==> config.mk <==
export PLATFORM = sky130hd
export DESIGN_NAME = seq_mul_div_unit
export DESIGN_NICKNAME = d
export VERILOG_FILES = /design/src/rtl/seq_mul_div_unit.sv
export SDC_FILE = /design/constraint.sdc
export NUM_CORES = 1
export LEC_CHECK = 0
export CAP_MARGIN = 10
export CORE_ASPECT_RATIO = 0.9
export CORE_MARGIN = 2
export CORE_UTILIZATION = 35
export DETAILED_ROUTE_END_ITERATION = 6
export PLACE_DENSITY = 0.61
export REMOVE_ABC_BUFFERS = 1
export SLEW_MARGIN = 40
export SYNTH_ARGS = -nofsm -noshare
export SYNTH_HDL_FRONTEND = slang
export SYNTH_SLANG_ARGS = --single-unit
==> constraint.sdc <==
create_clock -name clk -period 4.1 [get_ports clk]
set_input_delay 0.82 -clock clk [delete_from_list [all_inputs] [get_ports clk]]
set_output_delay 0.82 -clock clk [all_outputs]
set_load 0.05 [all_outputs]
==> src/rtl/seq_mul_div_unit.sv <==
// Multi-cycle multiply/divide unit owning the HI/LO pair: radix-2 shift-add multiply,
// restoring divide, sign fix-up in a final cycle, plus direct MTHI/MTLO writes.
module seq_mul_div_unit #(
  parameter int WIDTH    = 32,
  parameter bit FAST_MUL = 1'b0
) (
  input  logic             clk,
  input  logic             rst,
  input  logic             start,
  input  logic [2:0]       op,
  input  logic [WIDTH-1:0] data_x,
  input  logic [WIDTH-1:0] data_y,
  input  logic             flush,
  output logic             busy,
  output logic             stall,
  output logic             done,
  output logic [WIDTH-1:0] hi,
  output logic [WIDTH-1:0] lo
);

  localparam int CW = $clog2(WIDTH);
  localparam logic [CW-1:0] CNT_MAX = CW'(WIDTH - 1);

  typedef enum logic [1:0] {S_IDLE, S_MUL, S_DIV, S_FIX} state_t;

  state_t             state, state_nx;
  logic [CW-1:0]      counter;
  logic [2*WIDTH-1:0] acc;      // MUL: {partial product, multiplier}; DIV: {remainder, quotient}
  logic [WIDTH-1:0]   opnd;     // multiplicand or divisor magnitude
  logic               is_div, neg_q, neg_r, div_zero;

  logic               op_mul, op_div, op_signed, accept, x_neg, y_neg;
  logic [WIDTH-1:0]   mag_x, mag_y;
  logic [WIDTH:0]     mul_sum, div_trial, div_diff;
  logic               div_ge;
  logic [2*WIDTH-1:0] mul_step, div_step, prod_fix;
  logic [WIDTH-1:0]   q_fix, r_fix;

  assign op_mul    = (op == 3'd0) || (op == 3'd1);
  assign op_div    = (op == 3'd2) || (op == 3'd3);
  assign op_signed = (op == 3'd0) || (op == 3'd2);
  assign accept    = start && (state == S_IDLE) && !flush;
  assign stall     = start && busy;

  assign x_neg = op_signed && data_x[WIDTH-1];
  assign y_neg = op_signed && data_y[WIDTH-1];
  assign mag_x = x_neg ? -data_x : data_x;
  assign mag_y = y_neg ? -data_y : data_y;

  assign mul_sum  = {1'b0, acc[2*WIDTH-1:WIDTH]} + (acc[0] ? {1'b0, opnd} : '0);
  assign mul_step = {mul_sum, acc[WIDTH-1:1]};

  assign div_trial = acc[2*WIDTH-1:WIDTH-1];
  assign div_diff  = div_trial - {1'b0, opnd};
  assign div_ge    = !div_diff[WIDTH];
  assign div_step  = {div_ge ? div_diff[WIDTH-1:0] : div_trial[WIDTH-1:0],
                      acc[WIDTH-2:0], div_ge};

  // Divide-by-zero forces an all-ones quotient regardless of sign; the remainder
  // path already reproduces the original dividend.
  assign prod_fix = neg_q ? -acc : acc;
  assign q_fix    = div_zero ? '1 : (neg_q ? -acc[WIDTH-1:0] : acc[WIDTH-1:0]);
  assign r_fix    = neg_r ? -acc[2*WIDTH-1:WIDTH] : acc[2*WIDTH-1:WIDTH];

  always_comb begin
    state_nx = state;
    unique case (state)
      S_IDLE: if (accept) begin
        if (op_mul)      state_nx = FAST_MUL ? S_FIX : S_MUL;
        else if (op_div) state_nx = S_DIV;
      end
      S_MUL, S_DIV: if (counter == '0) state_nx = S_FIX;
      S_FIX:   state_nx = S_IDLE;
      default: state_nx = S_IDLE;
    endcase
    if (flush) state_nx = S_IDLE;
  end

  // NOTE: sequential state uses non-blocking assignments only, so every register
  // samples the pre-edge values regardless of statement order.
  always_ff @(posedge clk) begin
    if (rst) begin
      state   <= S_IDLE;
      busy    <= 1'b0;
      done    <= 1'b0;
      counter <= '0;
      hi      <= '0;
      lo      <= '0;
    end else begin
      state <= state_nx;
      busy  <= (state_nx != S_IDLE);
      done  <= (state == S_FIX) && !flush;
      if (accept) begin
        counter <= CNT_MAX;
        if (op == 3'd4) hi <= data_x;
        if (op == 3'd5) lo <= data_x;
      end else if (state == S_MUL || state == S_DIV) begin
        counter <= counter - 1'b1;
      end
      if (state == S_FIX && !flush) begin
        if (is_div) {hi, lo} <= {r_fix, q_fix};
        else        {hi, lo} <= prod_fix;
      end
    end
  end

  // NOTE: datapath registers carry no reset; they are always loaded on acceptance
  // before any state that reads them.
  always_ff @(posedge clk) begin
    if (accept && (op_mul || op_div)) begin
      opnd     <= op_mul ? mag_x : mag_y;
      neg_q    <= x_neg ^ y_neg;
      neg_r    <= x_neg;
      is_div   <= op_div;
      div_zero <= (data_y == '0);
      if (op_mul && FAST_MUL)
        acc <= {{WIDTH{1'b0}}, mag_x} * {{WIDTH{1'b0}}, mag_y};
      else
        acc <= {{WIDTH{1'b0}}, op_mul ? mag_y : mag_x};
    end else if (state == S_MUL) begin
      acc <= mul_step;
    end else if (state == S_DIV) begin
      acc <= div_step;
    end
  end

endmodule
==> results.ini, run 1 <==
[status]
outcome = complete, no violations

[global_route]
grt-ovfl-total = 0
grt_pass1_wl_um = 83700
antenna_found_initial = 1
track_usage_pct = 24.2
grt_util_met2_pct = 39.7
use_met1_pct = 32.9
grt_busiest_layer = met2
global_route.usage.met3_pct = 3.83
grt_max_degree = 63
grt_pass1_vias = 14308

[synthesis]
syn_area_um2 = 14900
synth_area_per_cell_um2 = 8.18
synthArstFlopShare_pct = 0
yosys_warnings = 0
synth_area_leader_cell = dfxtp_1
synth_edf_count = 68
synthFlopType = dfxtp_1
synth_cells = 1822
synth-seq-area-share_pct = 27.8
synth.distinct_cells = 84
synth.top_cell.area_share_pct = 14.1
synth_top_cells_by_area = dfxtp_1 (14%), edfxtp_1 (14%), mux2i_1 (8.4%)
synth_seq_cells = 173

[critical_path]
start_kind = register
r2r_cells = 14
r2r-end = acc[51]$_SDFFE_PP0N_
reg2reg_slack_ps = 340
critPathCaptureType = register
cp_data_required_time_ps = 4490
crit_start = acc[31]$_DFFE_PP_
cp_max_fo = 25
path_class = register to register
crit_arrival_ps = 4150
r2r-start = acc[31]$_DFFE_PP_

[route]
wl_um = 54500
drt_iter0_drc = 1579
remaining_drc_errors = 0
vias = 14842
viasPerCell = 5.90
postRouteAntennaNets = 0
drt_pre_antenna_iters = 6
routedWlPerCell_um = 21.7

[cts]
post-cts-setup-buffers = 0
cts.clk_slew.worst_paths_ps = 70
cts_resized = 0
ctsHoldBuffers = 0
cts_max_level = 4
worst_skew_pair.late_latency_ps = 450
cts_tree = yes
cts_root_buffer = clkbuf_16
cts_buffers = 17
cts_buffer_depth = 2
numClockSinks = 173

[cells_and_area]
antenna_cells = 0
area_growth_pct = 20.0
drive_above_1_share_pct = 8.24
nNetsFinal = 2099
stdcell_count = 2514
finalInstanceArea_um2 = 17900

[floorplanning]
fp-row-count = 71
dieArea_um2 = 44200
core_um2 = 41900
dieHeight_um = 200
die_w_um = 221
start_util_pct = 35.5
io_pins = 138

[power]
finalPower_mw = 5.76
p_int_mw = 3.75
combPwrFrac_pct = 33.6
leakage_nw = 7.08
peakVddDrop_uv = 244
switchingPower_mw = 2.01
power.sequential.fraction_pct = 34.6
swShare_pct = 34.9
powerDensity_nw_per_um2 = 322
clkPwrFrac_pct = 31.8

[sta]
slew_headroom_pct = 45.0
finalHoldViolCount = 0
finalSetupViolCount = 0
period_share_pct = 91.7
tightestPinTransition_ps = 818
setup_ws_ps = 342
fin_crit_ps = 3760
fin_skew_ps = 11.9
fmax_ghz = 0.266
rsz0062_at_grt = false
slew_viol_final = 0

[min_path]
hp-class = register to register
min_to = state[1]$_SDFF_PP0_
min_path_cells = 2
holdCritStartpoint = state[1]$_SDFF_PP0_

[placement]
dpl_worst_slack_ps = 74.2
place_area_um2 = 17200
io_buffer_count = 137
gp_congestion = 1.00
place_inst = 2482
hpwl_um = 42000

[run]
cap_violations = 0

## sequential cells by signal, summed over array words and instances (netlist names)
name      flops
opnd         32
div_zero      1
counter       5
neg_q         1
busy          1
lo           32
hi           32
acc          64
is_div        1
neg_r         1
done          1
state         2
## worst max-delay path by stage
stage | cells after the start | slack, ps | end
detailed placement | 12 | 70 | acc[25]$_DFFE_PP_
global placement | 12 | 120 | acc[25]$_DFFE_PP_
floorplan | 5 | -430 | acc[0]$_DFFE_PP_
finish | 14 | 340 | acc[51]$_SDFFE_PP0N_
global route | 13 | 120 | acc[61]$_SDFFE_PP0N_
CTS | 13 | 360 | acc[61]$_SDFFE_PP0N_
## cell families (layout without fill, tap and decap cells)
kind of cell / count (synthesis) / count (layout) / share of synthesized area (%)
AO/OA/AOI/OAI: 555 / 555 / 24.3
XOR/XNOR: 177 / 177 / 10.4
adder cells (fa/ha/maj): 74 / 74 / 6.32
buffers and inverters: 173 / 318 / 4.82
flip-flops: 173 / 173 / 27.8
multiplexers: 136 / 136 / 9.23
AND/OR/NAND/NOR: 534 / 534 / 17.1
## placed cells by master, fill, tap and decap left out, drive strengths merged, types with 17 or more instances in the layout
master	instances
nor3	39
o21ai	132
mux2i	125
dfxtp	105
edfxtp	68
nor2	167
a21o	39
xnor2	81
nand2	153
ha	72
a211oi	54
or3	24
clkdlybuf4s50	136
inv	67
xor2	96
a221oi	34
buf	85
clkbuf	24
a21oi	148
o21a	17
nand3	36
o31ai	28
## synth_stat cells (4+ instances only)
cell,count
nand2b_1,11
a211oi_1,54
buf_2,4
clkbuf_1,84
or2_2,10
o31ai_1,27
a311oi_1,6
nand3b_1,11
o211a_1,4
nor3_1,39
a21o_1,39
or3_1,20
inv_1,65
o31a_1,5
o21bai_1,9
and2_1,6
nor2b_1,15
o21ai_0,132
dfxtp_1,105
a221oi_1,34
nand4_1,10
or4_1,14
nor4_1,8
ha_1,72
edfxtp_1,68
o41ai_1,13
nand3_1,36
buf_1,12
a31oi_1,11
nor2_1,167
nand2_1,153
xnor2_1,81
mux2i_1,125
mux2_2,11
a22oi_1,7
and3_1,12
o211ai_1,11
o21a_1,17
xor2_1,96
a21oi_1,147
## routing by layer
layer  share of wire (%)  wire length [µm]  vias up
li1                    -                 -     6956
met1                  45             24600     7151
met2                  45             24400      654
met3                 7.3              3980       79
met4                 2.6              1400        2
met5               0.024                13        -
## power groups by stage
stage          clock network, mW  registers, mW  logic (mW)
2_1_floorplan                  0           2.05        1.19
3_3_place_gp                   0           2.03        1.87
3_5_place_dp                   0           2.03        1.88
4_1_cts                     1.85           1.99        1.90
5_1_grt                     1.91           2.00        2.10
6_report                    1.83           1.99        1.94
## cell type report
class,instances,area (µm²)
sequential,173,4140
fill,4250,24100
inverter,65,244
clock inverter,8,151
tap,547,684
multi-input combinational,1476,10100
clock buffer,24,493
timing repair buffer,221,2080
## critical path: stages, from the launching register on
cell      delay (ps)
edfxtp_1         480
inv_1             90
ha_1             200
fa_1             250
nand2b_1         160
a21oi_1          130
o41ai_4          480
o21ai_0          170
buf_4            190
a21o_1           160
a311o_2          400
buf_12           200
or4_1            520
o211ai_1         120
a22o_1           150
## stage by stage
stage / hold WS, ps / util [%] / TNS [ps]
after floorplan: 483 / - / -15350
after CTS: 536 / 42.6 / 0
after detailed placement: 525 / 41.1 / 0
final: 542 / 42.6 / 0
after global routing: 586 / 42.6 / 0
after global placement: 515 / 41.1 / 0
No activity file was read; power rests on OpenSTA's default activity.
==> run 2, diff against run 1 <==
Settings changed: CTS_BUF_LIST from default to sky130_fd_sc_hd__clkbuf_4, SKIP_LAST_GASP from default to 1.
==> run 2 against run 1 <==
Against the previous run:
- the flow now finishes with violations (design-rule violations)
- total power shrank 10%
- first-iteration DRC count rose by 3.7%
- design area is 1.7% lower
==> results.ini, run 2 (synthesis gave the netlist of run 1 again) <==
[route]
routedWlPerCell_um = 21.7  ; +0.13%
drt_iter0_drc = 1637  ; +3.7%
postRouteAntennaNets = 0  ; unchanged
wl_um = 54600  ; +0.17%
drt_pre_antenna_iters = 7  ; +1
viasPerCell = 5.92  ; +0.32%
vias = 14896  ; +0.36%
remaining_drc_errors = 2  ; +2

[critical_path]
cp_max_fo = 25  ; unchanged
start_kind = register
critPathCaptureType = register
cp_data_required_time_ps = 4680  ; +190 ps
path_class = register to register
crit_arrival_ps = 4340  ; +190 ps

[run]
cap_violations = 0  ; unchanged

[status]
failed_checks = design-rule violations
outcome = complete, but fails checks

[power]
powerDensity_nw_per_um2 = 293  ; -9.0%
peakVddDrop_uv = 169  ; -31%
leakage_nw = 6.95  ; -1.8%
finalPower_mw = 5.16  ; -10%

[cells_and_area]
nNetsFinal = 2099  ; unchanged
final_common_cell = nor2_1
drive_above_1_share_pct = 8.34  ; +0.10 points
area_growth_pct = 18.0
largest-register = acc
final_cell_mix = nor2_1 (166), nand2_1 (152), a21oi_1 (146), clkdlybuf4s50_1 (136), o21ai_0 (132)
stdcell_count = 2515  ; +0.040%
largest_register_ffs = 64  ; unchanged

[global_route]
track_usage_pct = 24.2  ; -0.041 points
grt_pass1_vias = 14283  ; -0.17%
grt_max_degree = 63  ; unchanged
grt-ovfl-total = 0  ; unchanged
antenna_found_initial = 2  ; +1
grt_pass1_wl_um = 83500  ; -0.22%

[floorplanning]
dieArea_um2 = 44200  ; unchanged
fp-row-count = 71  ; unchanged
io_pins = 138  ; unchanged
die_w_um = 221  ; unchanged
dieHeight_um = 200  ; unchanged
start_util_pct = 35.5  ; unchanged
core_um2 = 41900  ; unchanged

[cts]
cts_buffer_depth = 2  ; unchanged
cts_max_level = 4  ; unchanged
cts_tree = yes
cts_root_buffer = clkbuf_4
numClockSinks = 173  ; unchanged
cts.clk_slew.worst_paths_ps = 160  ; +90 ps
post-cts-setup-buffers = 0  ; unchanged
cts_buffers = 17  ; unchanged
worst_skew_pair.late_latency_ps = 620  ; +170 ps

[placement]
io_buffer_count = 137  ; unchanged
place_inst = 2482  ; unchanged
hpwl_um = 42000  ; unchanged
gp_congestion = 1.00  ; unchanged
dpl_worst_slack_ps = 74.2  ; unchanged

[sta]
slew_headroom_pct = 45.5  ; +0.56 points
setup_ws_ps = 347  ; +4.52 ps
slew_viol_final = 0  ; unchanged
period_share_pct = 91.5  ; -0.11 points
rsz0062_at_grt = false
tightestPinTransition_ps = 817  ; -0.791 ps
finalHoldViolCount = 0  ; unchanged
fin_tns_setup_ps = 0  ; unchanged
fin_crit_ps = 3750  ; -4.52 ps
finalSetupViolCount = 0  ; unchanged
fin_skew_ps = 29.7  ; +17.7 ps
fmax_ghz = 0.266  ; +0.12%

[min_path]
hp-class = register to register

==> run 2: cell count changes in the layout (fill, tap and decap cells not counted), sizes merged <==
cell | before | now
clkbuf | 24 | 21
clkinv | 1 | 3
bufinv | 4 | 5
diode | 0 | 1
==> run 2: report_power, final <==
| part | switching (mW) | leakage (nW) | internal (mW) |
|---|---|---|---|
| logic | 1.16 | 5.29 | 0.772 |
| clock network | 0.663 | 0.184 | 0.572 |
| registers | 0.108 | 1.48 | 1.89 |
| total | 1.93 | 6.95 | 3.23 |
==> run 2: through the flow <==
step | hold WS (ps) | util (%) | instance area [µm²]
2_1_floorplan | 483 | - | 14400
3_3_place_gp | 515 | 41.1 | 17200
3_5_place_dp | 525 | 41.1 | 17200
4_1_cts | 546 | 41.9 | 17600
5_1_grt | 596 | 41.9 | 17600
6_report | 546 | 41.9 | 17600
==> run 2: what timing repair did <==
action / 4_1_cts / 5_1_grt
setup endpoints to repair: 0 / 1
gates resized for setup: 0 / 1
hold buffers: 0 / 0
==> run 2: worst max-delay path, stage by stage, from the launching register on <==
cell	delay (ps)
edfxtp_1	510
inv_1	100
ha_1	190
fa_1	250
nand2b_1	160
a21oi_1	120
o41ai_4	480
o21ai_0	170
buf_4	190
a21o_1	150
a311o_2	400
buf_12	200
or4_1	510
o211ai_1	120
a22o_1	150
==> run 2: final cells by class <==
cell class / count / area, µm²
fillers: 4279 / 24300
multi-input cells: 1476 / 10100
flip-flops and latches: 173 / 4140
repair buffers: 221 / 2080
well taps: 547 / 684
inverters: 65 / 244
clock inverters: 11 / 189
clock buffers: 21 / 158
diodes: 1 / 2.50
==> run 2: final timing paths <==
path | from | to | slack [ps] | cells past startpoint
min | state[1]$_SDFF_PP0_ | state[1]$_SDFF_PP0_ | 550 | 2
max | acc[31]$_DFFE_PP_ | acc[51]$_SDFFE_PP0N_ | 350 | 14
min reg2reg | state[1]$_SDFF_PP0_ | state[1]$_SDFF_PP0_ | 550 | 2
max reg2reg | acc[31]$_DFFE_PP_ | acc[51]$_SDFFE_PP0N_ | 350 | 14
==> run 2: layer usage <==
layer	GRT usage, %	wire length, µm	vias up
met3	3.69	4090	82
met2	39.7	24500	705
met5	0	13	-
li1	-	-	6958
met4	7.31	1330	2
met1	33.0	24600	7149
==> patch, RTL diff (flow settings as in run 1) <==
Re-encode `state_t` (4 states) as Gray code, 2 bits wide.
--- a/src/rtl/seq_mul_div_unit.sv
+++ b/src/rtl/seq_mul_div_unit.sv
@@ -22,5 +22,5 @@
   localparam logic [CW-1:0] CNT_MAX = CW'(WIDTH - 1);
 
-  typedef enum logic [1:0] {S_IDLE, S_MUL, S_DIV, S_FIX} state_t;
+  typedef enum logic [1:0] {S_IDLE = 2'b00, S_MUL = 2'b01, S_DIV = 2'b11, S_FIX = 2'b10} state_t;
 
   state_t             state, state_nx;
Formal check against the unedited RTL: same outputs for any inputs over 4 cycles, from zero or initial values and one cycle with rst high; so few cycles prove little.
==> patch against run 1 <==
  * Wire length rose by 2.0%
  * Setup slack lost 90 ps
  * Via count fell by 1.0%
  * Sequential cell count is the same
  * Total power up 1.3%
  * Synthesized area decreased by 3.5%
  * Combinational power grew 10%
  * Die area fell by 3.4%
  * First-iteration DRC count fell by 11%
  * Cell area decreased by 2.7%
  * Synthesized cell count is 3.0% lower
  * Critical path depth stayed put
  * Critical endpoint is now acc[62]
  * Largest power group is now combinational cells
==> patch: results (changes against run 1) <==
| Metric | Value |
|---|---|
| Status | complete, no violations |
| Skew final | 15.2 ps (+3.25 ps) |
| Most frequent cells after synthesis | 198 x nand2_1, 150 x nor2_1, 149 x a21oi_1 |
| Drt via density | 5.96 (+0.88%) |
| WL final | 55.5 mm (+2.0%) |
| Worst path arrival time | 4210 ps (+60 ps) |
| Yosys cell types | 81 (-3.6%) |
| Slew headroom | 42.0% (-2.9 points) |
| Worst R2R Start | acc[0] |
| Pin count of the biggest net entering global routing | 50 (-21%) |
| Synthesized area per cell | 8.13 µm² (-0.55%) |
| Max FO, Critical Path | 17 (-32%) |
| Xor/xnor cell area share of the yosys netlist | 10.8% (+0.38 points) |
| Mux share of post-synthesis cell area | 8.34% (-0.89 points) |
| DP Wirelength | 42.3 mm (+0.75%) |
| Synth Area in Compound Gates | 24.0% (-0.29 points) |
| CP max stage cell | edfxtp_1 |
| First-pass GRT wire length | 85.6 mm (+2.3%) |
| CP max stage delay | 500 ps (-20 ps) |
| VDD IR max | 0.000206 V (-16%) |
| Post-Place Cells | 2435 (-1.9%) |
| Fill cells | 4076 (-4.1%) |
| DRT iter0 DRCs | 1409 (-11%) |
| Share of cells above drive strength 1 | 8.41% (+0.17 points) |
| Vias in the first global route | 14300 (-0.12%) |
| Setup WS pre-CTS | 218 ps (+143 ps) |
| Leakage power | 6.88 nW (-2.8%) |
| Gr usage total | 26.0% (+1.7 points) |
| Hold_sp | hi[23] |
| Sequential share of the synthesized area | 28.8% (+1.0 points) |
-- patch: changes by cell type in the layout (fill, tap and decap cells not counted), moves of 8 or more --
| cell | before | now |
|---|---|---|
| nor4_1 | 8 | 18 |
| a211oi_1 | 53 | 38 |
| a31oi_1 | 11 | 40 |
| mux2i_1 | 125 | 115 |
| nand3_1 | 36 | 24 |
| o21a_1 | 17 | 7 |
| a21o_1 | 39 | 27 |
| o22ai_1 | 1 | 15 |
| mux2_2 | 11 | 3 |
| o21ai_0 | 132 | 91 |
| nand3b_1 | 11 | 0 |
| nand2_1 | 152 | 195 |
| nor2_1 | 166 | 148 |
-- patch: final timing paths --
check        endpoint  slack (ps)
min            hi[23]         550
min reg2reg    hi[23]         550
max reg2reg   acc[62]         250
max           acc[62]         250
-- patch: metal layers --
metal | part of all wire (%) | global-route usage [%] | routed length, µm | vias to the layer above
li1 | - | - | - | 6803
met1 | 45 | 36.1 | 25000 | 7129
met2 | 45 | 40.8 | 24800 | 672
met3 | 7.0 | 3.75 | 3910 | 88
met4 | 3.2 | 9.39 | 1800 | 0
met5 | 0 | 0 | 0 | -
-- patch: where the power goes --
part | internal, W | switching [W]
sequential | 0.00190 | 0.000154
combinational | 0.000842 | 0.00130
clock | 0.000891 | 0.000748
total | 0.00363 | 0.00220
-- patch: area by class of cell --
class                   count  area, µm²  area share [%]
well taps                 540        676            3.88
flip-flops and latches    173       4140            23.8
repair buffers            225       2110            12.2
inverters                  69        259            1.49
clock inverters             9       86.3           0.496
multi-input cells        1428       9630            55.4
clock buffers              23        479            2.76
-- patch: logic make-up after synthesis --
kind of cell / Yosys count
simple gates: 534
buf+inv: 167
compound gates: 527
fa+ha+maj: 71
mux: 119
xor+xnor: 177
flops: 173
-- patch: critical path: cells and delay by family (launching register included) --
kind                     cells  cell delay (ps)
adder cells (fa/ha/maj)      1              370
AND/OR/NAND/NOR              2              180
buffers and inverters        3              660
flip-flops                   1              500
AO/OA/AOI/OAI                7             1890
XOR/XNOR                     1              160
-- patch: per-stage QoR --
stage	area [µm²]	util, %
global placement	16800	41.5
detailed placement	16800	41.5
floorplan	14000	-
global route	17400	42.9
finish	17400	42.9
CTS	17400	42.9
